## src/rtl/hangman_round_ctrl_if.sv

```systemverilog
// Guess/word handshake and display bus between a hangman round controller
// and the logic that drives it. The master side drives word and guess requests.
interface hangman_round_ctrl_if;
  // Handshake: a guess transfers on a rising clk edge where guess_valid && guess_ready;
  // the master holds guess_valid/guess_letter stable until then. word_load is a
  // one-cycle pulse that is always taken and overrides any guess in the same cycle.
  logic        word_load;
  logic [29:0] word_in;
  logic        guess_valid;
  logic [4:0]  guess_letter;
  logic        guess_ready;
  logic [29:0] display_word;
  logic [5:0]  reveal_mask;
  logic [3:0]  miss_count;
  logic        hit;
  logic        miss;
  logic        win;
  logic        lose;

  modport master (
    output word_load, word_in, guess_valid, guess_letter,
    input  guess_ready, display_word, reveal_mask, miss_count, hit, miss, win, lose
  );

  modport slave (
    input  word_load, word_in, guess_valid, guess_letter,
    output guess_ready, display_word, reveal_mask, miss_count, hit, miss, win, lose
  );
endinterface

```

## src/rtl/hangman_round_ctrl.sv

```systemverilog
// One hangman round over six 5-bit letter slots: latch the word, check guesses
// against all slots in parallel, reveal matches, count misses, end in WIN or LOSE.
module hangman_round_ctrl #(
  parameter int         MAX_MISS = 6,
  parameter logic [4:0] BLANK    = 5'd31
) (
  input  logic                 clk,
  input  logic                 resetn,
  hangman_round_ctrl_if.slave  bus,
  output logic [2:0]           dbg_state_o
);

  typedef enum logic [2:0] {
    S_IDLE  = 3'd0,
    S_PLAY  = 3'd1,
    S_CHECK = 3'd2,
    S_WIN   = 3'd3,
    S_LOSE  = 3'd4
  } state_t;

  localparam logic [3:0]  MAX_MISS_C = 4'(MAX_MISS);
  localparam logic [29:0] ALL_BLANK  = {6{BLANK}};

  state_t      state_q;
  logic [29:0] word_q;
  logic [4:0]  guess_q;
  logic [5:0]  reveal_q;
  logic [29:0] disp_q;
  logic [3:0]  miss_cnt_q;
  logic        hit_q;
  logic        miss_q;

  logic [5:0]  match;
  logic [5:0]  new_bits;
  logic [5:0]  reveal_d;
  logic [29:0] disp_d;
  logic [3:0]  miss_cnt_d;

  // Mask bit j covers word bits [5j+4:5j], so bit5 is slot1 and bit0 is slot6.
  always_comb begin
    match    = '0;
    disp_d   = disp_q;
    for (int j = 0; j < 6; j++) begin
      match[j] = (word_q[5*j +: 5] == guess_q);
    end
    new_bits = match & ~reveal_q;
    reveal_d = reveal_q | new_bits;
    for (int j = 0; j < 6; j++) begin
      if (new_bits[j]) disp_d[5*j +: 5] = word_q[5*j +: 5];
    end
    miss_cnt_d = miss_cnt_q;
    if (match == 6'd0 && miss_cnt_q < MAX_MISS_C) miss_cnt_d = miss_cnt_q + 4'd1;
  end

  always_ff @(posedge clk or negedge resetn) begin
    if (!resetn) begin
      state_q    <= S_IDLE;
      word_q     <= '0;
      guess_q    <= '0;
      reveal_q   <= '0;
      disp_q     <= ALL_BLANK;
      miss_cnt_q <= '0;
      hit_q      <= 1'b0;
      miss_q     <= 1'b0;
    end else begin
      hit_q  <= 1'b0;
      miss_q <= 1'b0;
      if (bus.word_load) begin
        word_q     <= bus.word_in;
        reveal_q   <= '0;
        disp_q     <= ALL_BLANK;
        miss_cnt_q <= '0;
        state_q    <= S_PLAY;
      end else begin
        case (state_q)
          S_PLAY: begin
            // A BLANK guess is consumed here and never reaches CHECK.
            if (bus.guess_valid && bus.guess_letter != BLANK) begin
              guess_q <= bus.guess_letter;
              state_q <= S_CHECK;
            end
          end
          S_CHECK: begin
            reveal_q   <= reveal_d;
            disp_q     <= disp_d;
            miss_cnt_q <= miss_cnt_d;
            hit_q      <= (new_bits != 6'd0);
            miss_q     <= (match == 6'd0);
            if (reveal_d == 6'b111111) begin
              state_q <= S_WIN;
            end else if (miss_cnt_d == MAX_MISS_C) begin
              state_q  <= S_LOSE;
              reveal_q <= 6'b111111;
              disp_q   <= word_q;
            end else begin
              state_q <= S_PLAY;
            end
          end
          default: ;
        endcase
      end
    end
  end

  assign bus.guess_ready  = (state_q == S_PLAY);
  assign bus.display_word = disp_q;
  assign bus.reveal_mask  = reveal_q;
  assign bus.miss_count   = miss_cnt_q;
  assign bus.hit          = hit_q;
  assign bus.miss         = miss_q;
  assign bus.win          = (state_q == S_WIN);
  assign bus.lose         = (state_q == S_LOSE);
  assign dbg_state_o      = state_q;

endmodule

```

## src/flat_wrapper.sv

```systemverilog
// flat-port wrapper written by rule: the top's interface ports become plain ports
module hangman_round_ctrl_flat 
#(
  parameter int         MAX_MISS = 6,
  parameter logic [4:0] BLANK    = 5'd31
)
  (clk, resetn, dbg_state_o, bus_word_load, bus_word_in, bus_guess_valid, bus_guess_letter, bus_guess_ready, bus_display_word, bus_reveal_mask, bus_miss_count, bus_hit, bus_miss, bus_win, bus_lose);
  hangman_round_ctrl_if bus_i ();
  input  logic clk;
  input  logic resetn;
  output logic [2:0] dbg_state_o;
  input wire logic [$bits(bus_i.word_load)-1:0] bus_word_load;
  input wire logic [$bits(bus_i.word_in)-1:0] bus_word_in;
  input wire logic [$bits(bus_i.guess_valid)-1:0] bus_guess_valid;
  input wire logic [$bits(bus_i.guess_letter)-1:0] bus_guess_letter;
  output wire logic [$bits(bus_i.guess_ready)-1:0] bus_guess_ready;
  output wire logic [$bits(bus_i.display_word)-1:0] bus_display_word;
  output wire logic [$bits(bus_i.reveal_mask)-1:0] bus_reveal_mask;
  output wire logic [$bits(bus_i.miss_count)-1:0] bus_miss_count;
  output wire logic [$bits(bus_i.hit)-1:0] bus_hit;
  output wire logic [$bits(bus_i.miss)-1:0] bus_miss;
  output wire logic [$bits(bus_i.win)-1:0] bus_win;
  output wire logic [$bits(bus_i.lose)-1:0] bus_lose;
  assign bus_i.word_load = bus_word_load;
  assign bus_i.word_in = bus_word_in;
  assign bus_i.guess_valid = bus_guess_valid;
  assign bus_i.guess_letter = bus_guess_letter;
  assign bus_guess_ready = bus_i.guess_ready;
  assign bus_display_word = bus_i.display_word;
  assign bus_reveal_mask = bus_i.reveal_mask;
  assign bus_miss_count = bus_i.miss_count;
  assign bus_hit = bus_i.hit;
  assign bus_miss = bus_i.miss;
  assign bus_win = bus_i.win;
  assign bus_lose = bus_i.lose;
  hangman_round_ctrl #(.MAX_MISS(MAX_MISS), .BLANK(BLANK)) u_core (.clk(clk), .resetn(resetn), .bus(bus_i), .dbg_state_o(dbg_state_o));
endmodule
```

## config.mk

```make
export PLATFORM = sky130hd
export DESIGN_NAME = hangman_round_ctrl_flat
export DESIGN_NICKNAME = d
export VERILOG_FILES = /design/src/rtl/hangman_round_ctrl_if.sv /design/src/rtl/hangman_round_ctrl.sv /design/src/flat_wrapper.sv
export SDC_FILE = /design/constraint.sdc
export NUM_CORES = 1
export LEC_CHECK = 0
export CAP_MARGIN = 10
export CORE_UTILIZATION = 50
export DETAILED_ROUTE_END_ITERATION = 10
export PLACE_DENSITY = 0.78
export SYNTH_ARGS = -nofsm -noshare
export SYNTH_HDL_FRONTEND = slang
export SYNTH_SLANG_ARGS = --single-unit
```

## constraint.sdc

```tcl
create_clock -name clk -period 3.3 [get_ports clk]
set_input_delay 0.33 -clock clk [delete_from_list [all_inputs] [get_ports clk]]
set_output_delay 0.33 -clock clk [all_outputs]
set_load 0.02 [all_outputs]
```

======== Yosys cells after proc, flatten, opt, wreduce, memory -nomap -nowiden ========
Index checks and enable logic that the tools add are counted.
word-level totals
  flip-flop bits (word level) ............. 80
  input port bits ......................... 39
  output and inout port bits .............. 48
operators by class
  add/sub/neg operators ................... 1
  magnitude comparators ................... 1
  equality and inequality tests ........... 14
  mux-type cells .......................... 26
  bitwise logic cells ..................... 4
  reduce and logical (&&, ||, !) cells .... 8
operators by type and width
  operator               count
  $mux W30               4
  $eq A5 B5 Y1           6
  $mux W5                6
  $mux W6                4
  $mux W3                4
  $mux W4                3
  $and A6 B6 Y6          1
  $eq A3 B2 Y1 const B   2
  $eq A6 B6 Y1 const B   1
  $logic_not A6 Y1       1
  $not A6 Y6             1
  $or A6 B6 Y6           1
  $pmux W3 S2            1
  $reduce_bool A6 Y1     1
  $ne A5 B5 Y1 const B   1
  $add A4 B1 Y4 const B  1
  $eq A4 B3 Y1 const B   1
  $lt A4 B3 Y1 const B   1
  $mux W1                4
  $eq A3 B1 Y1 const B   1
  $eq A3 B3 Y1 const B   1
  $ne A3 B2 Y1 const B   1
  $reduce_and A3 Y1      1
  $reduce_bool A3 Y1     1
  other kinds (4)        5

======== Depth between registers and ports, before layout ========
  word-level depth ........................ 9
  mapped depth ............................ 10

======== Worst setup path after synthesis ========
No wires, ideal clock.
  kind .................................... reg-to-reg
  start point ............................. reg u_core.guess_q[2]
  end point ............................... reg u_core.disp_q[5] (netlist: u_core.bus.display_word[5])
  arrival ................................. 2.161 ns
  setup slack ............................. 1.058 ns
  cell stages (with the launch flop) ...... 10
  clock period less this slack ............ 2.242 ns
  path through ............................ dfrtp_1 buf_6 xor2_1 nor3_2 nand3_2 and2_4 and4_1 o211a_1 or3_4 o221a_1
on the way
  cells in the longest elaborated chain, start to end .. 9
  elaborated cells between the ends (all ways) .. 18
  classes of those cells .................. 8 x eq/ne; 6 x mux; 2 x bitwise; 2 x reduce/logical
RTL lines
  item                    RTL line                  RTL
  start, declared         hangman_round_ctrl.sv:26  logic [4:0] guess_q;
  start signal, assigned  hangman_round_ctrl.sv:79  guess_q <= bus.guess_letter;
  $eq A5 B5 Y1            hangman_round_ctrl.sv:44  match[j] = (word_q[5*j +: 5] == guess_q);
  $logic_not A6 Y1        hangman_round_ctrl.sv:52  if (match == 6'd0 && miss_cnt_q < MAX_MISS_C) miss_cnt_d = miss_cnt_q + 4'd1;
  $logic_and A1 B1 Y1     hangman_round_ctrl.sv:52
  $mux W4                 hangman_round_ctrl.sv:52
  $eq A4 B3 Y1            hangman_round_ctrl.sv:91  end else if (miss_cnt_d == MAX_MISS_C) begin
  $mux W30                hangman_round_ctrl.sv:91
  $mux W30 *              hangman_round_ctrl.sv:89  if (reveal_d == 6'b111111) begin
  $mux W30 *              hangman_round_ctrl.sv:75  case (state_q)
  $mux W30 *              hangman_round_ctrl.sv:68  if (bus.word_load) begin
  end signal, assigned    hangman_round_ctrl.sv:85  disp_q <= disp_d;
  end signal, assigned    hangman_round_ctrl.sv:94  disp_q <= word_q;
  end, declared           hangman_round_ctrl.sv:28  logic [29:0] disp_q;
Mark *: on every way between the ends. The rest lies on a longest branch, timed or not. The select of a mux whose other input is x is not followed.
A chain may end at the register's enable or synchronous reset.

======== Final worst setup path ========
  start point ............................. reg u_core.guess_q[2]
  end point ............................... reg u_core.disp_q[14] (netlist: u_core.bus.display_word[14])
Same word-level chain as after synthesis.

==> results.tsv <==
stage	metric	value	unit
status	status	finished, final reports clean	
sta	grt_setup_unrepaired	no	
sta	whs	124	ps
cells_and_area	diodes	0	
route	vias	3647	
cts	cts_tree	done	
route	wirelength	11000	um
synth	synthFlopType	dfrtp_1	
synth	yosysUniqueCellTypes	52	
synth	synth-warning-count	0	
placed_design	portBuffers	86	
global_routing	grt_pass1_vias	3587	
worst_hold_path	hold_class	input port to async pin	
global_routing	grt_max_degree	81	
sta	setup_viol	0	
placed_design	gp_congestion	0.876	
synth	syn_inst	404	
cts	clk_latency	360	ps
route	viasPerCell	6.16	
flow_run	maxCapViolCount	0	
sta	setup_tns	0	ps
synth	synth_seq_cells	80	
worst_setup_path	critPathArrivalTime	3110	ps
route	drt_first_iter_violations	216	
worst_setup_path	worstPathCellList	xor2_1 > nor3_2 > nand3_2 > and2_4 > a311oi_2 > o211a_1 > nand3_4 > o221a_1	
cts	cts-root-buf	clkbuf_8	
route	ant_nets	0	
global_routing	grt_pass1_wl	17700	um
floorplan	die_area	9060	um^2
sta	fmax	355	MHz
sta	fin_crit_sh	85.4	%
floorplan	row_count	33	
worst_setup_path	cp_num_buf_inv	0	
worst_setup_path	slowest_stage	dfrtp_1	
sta	slew_headroom	35.1	%
cts	postCtsSetupRepairBufs	0	
route	drc	0	
floorplan	io_pins	87	
worst_setup_path	crit_fanout	31	
cells_and_area	layout-drive-gt1-share	22.6	%
cts	cts.htree.levels	3	
placed_design	dp.cells	576	
worst_setup_path	r2r_cells	8	
sta	slew_violations	0	
worst_setup_path	worstSetupStartpoint	u_core.guess_q[2]	
global_routing	grt_usage	26.0	%
sta	hold_viol_final	0	
power	power_density	447	nW/um^2
cells_and_area	fin_cells	592	
worst_setup_path	rr_endpoint	u_core.bus.display_word[14]	
cells_and_area	fin_nets	522	
cts	ctsHoldBuffers	0	
power	p_total	2.44	mW
worst_setup_path	r2r_start	u_core.guess_q[2]	
worst_setup_path	rrSetupSlack	480	ps
sta	post-route-min-period	2820	ps
worst_setup_path	path_class	flop to flop	
placed_design	dp_hpwl	7740	um
worst_setup_path	cp.required	3590	ps
synth	postSynth.asyncResetShare	100	%
worst_setup_path	crit_path_start_kind	flop	
synth	synth_top_cell_area_share	28.8	%
sta	fin_skew	10.5	ps
synth	syn-num-nets	444	
route	wire_per_inst	18.6	um
cts	clock-sinks	80	
floorplan	initial_utilization	52.3	%
synth	synth_edf_count	0	
cts	clkTransAtPathRegs	80	ps
synth	synth_area	4340	um^2
power	total_leakage_power	2.12	nW
floorplan	die_w	95.2	um
cts	clk_path_buf_depth	2	
synth	yosysTopAreaCell	dfrtp_1	
floorplan	core_area	8300	um^2
synth	seq_area_frac_synth	47.0	%
global_routing	antenna_found_initial	0	
route	drt-pass1-iter-count	5	
worst_setup_path	end_kind	flop	
cells_and_area	fin_util	65.6	%
cts	cts.repair.resized	0	
worst_setup_path	cp_top_family	simple AND/OR/NAND/NOR gates	
floorplan	die_h	95.2	um
global_routing	gr-total-overflow	0	
worst_setup_path	max_stage_delay	540	ps
cells_and_area	n_fill_cell	649	
sta	tightest_slew	974	ps
power	ir_drop	285	uV
cells_and_area	area_growth	25.4	%
synth	synthTopCellsByArea	dfrtp_1 29%, dfstp_2 18%, mux2_2 9.1%	
cts	cts_buffers	9	
synth	avgSynthCellArea	10.7	um^2
-- logic make-up (layout without fill, tap and decap cells) --
group | Yosys count | count (layout) | synth area share, %
simple gates | 118 | 118 | 14.2
buf+inv | 30 | 113 | 4.00
flops | 80 | 80 | 47.0
mux | 36 | 36 | 9.31
compound gates | 107 | 107 | 18.8
fa+ha+maj | 1 | 1 | 0.288
xor+xnor | 32 | 32 | 6.45
-- layout make-up --
cell class | instances | area [um^2] | share of cell area, %
repair buffers | 92 | 903 | 16.6
flip-flops and latches | 80 | 2040 | 37.4
well taps | 105 | 131 | 2.41
clock inverters | 2 | 35.0 | 0.643
multi-input cells | 294 | 2140 | 39.2
clock buffers | 14 | 183 | 3.35
inverters | 5 | 18.8 | 0.345
-- stage by stage --
step | cell area, um^2 | setup WS [ps]
6_report | 5450 | 480
5_1_grt | 5450 | 295
4_1_cts | 5440 | 216
3_5_place_dp | 5220 | 243
3_3_place_gp | 5220 | 341
2_1_floorplan | 4340 | 1060
-- worst max-delay path by stage --
| stage | depth (start not counted) | slack, ps | end |
|---|---|---|---|
| CTS | 8 | 220 | u_core.bus.display_word[0] |
| detailed placement | 8 | 240 | u_core.bus.display_word[0] |
| global route | 8 | 290 | u_core.bus.display_word[14] |
| global placement | 8 | 340 | u_core.bus.display_word[0] |
| finish | 8 | 480 | u_core.bus.display_word[14] |
| floorplan | 9 | 1060 | u_core.bus.display_word[5] |
-- flip-flops by register name, indices dropped and copies added, names as in the netlist --
signal	flops
u_core.bus.miss_count	4
u_core.bus.hit	1
u_core.dbg_state_o	3
u_core.bus.miss	1
u_core.bus.display_word	30
u_core.guess_q	5
u_core.word_q	30
u_core.bus.reveal_mask	6
-- worst register-to-register path, stage by stage, from the launching register on --
cell      delay (ps)
dfrtp_1          540
xor2_1           240
nor3_2           250
nand3_2          180
and2_4           230
a311oi_2         260
o211a_1          270
nand3_4          350
o221a_1          430
-- power breakdown --
group / internal (mW) / switching (mW) / leakage (nW) / total, mW
Sequential: 1.05 / 0.127 / 0.930 / 1.18
Clock: 0.432 / 0.354 / 0.113 / 0.786
Combinational: 0.239 / 0.233 / 1.08 / 0.472
-- cell usage after synthesis (7+ instances only) --
cell,instances
nor2_1,36
nand2_1,25
xor2_1,22
dfstp_2,30
clkbuf_1,12
nand3_1,9
o221a_1,24
mux2_2,35
buf_6,7
a21oi_1,20
xnor2_1,10
o22ai_1,10
o21ai_0,25
nor3_1,19
o31ai_1,7
dfrtp_1,50
-- layout by cell type, fill, tap and decap left out, types with 2 or more instances in the layout --
| cell | instances |
|---|---|
| o22ai_1 | 10 |
| nor2_1 | 36 |
| inv_1 | 5 |
| o21ai_0 | 25 |
| o221a_1 | 24 |
| a21oi_1 | 20 |
| o221a_2 | 6 |
| nand2b_1 | 2 |
| or2_2 | 3 |
| and3_1 | 2 |
| nand3_1 | 9 |
| or3_1 | 2 |
| and2_1 | 2 |
| a31oi_1 | 5 |
| o31ai_1 | 7 |
| clkbuf_8 | 13 |
| xor2_1 | 22 |
| o21bai_1 | 2 |
| mux2_2 | 35 |
| nor3_1 | 19 |
| nor3_2 | 3 |
| buf_4 | 7 |
| dfstp_2 | 30 |
| clkdlybuf4s50_1 | 85 |
| xnor2_1 | 10 |
| dfrtp_1 | 50 |
| nand2_1 | 25 |
| nand3_2 | 2 |
-- layer usage --
| metal | up-vias | track usage, % | part of all wire (%) |
|---|---|---|---|
| met2 | 164 | 40.8 | 49 |
| li1 | 1651 | - | - |
| met1 | 1814 | 34.2 | 43 |
| met3 | 18 | 7.42 | 7.0 |
| met5 | - | 0 | 0 |
| met4 | 0 | 9.47 | 1.4 |
(Power assumes the default switching activity.)
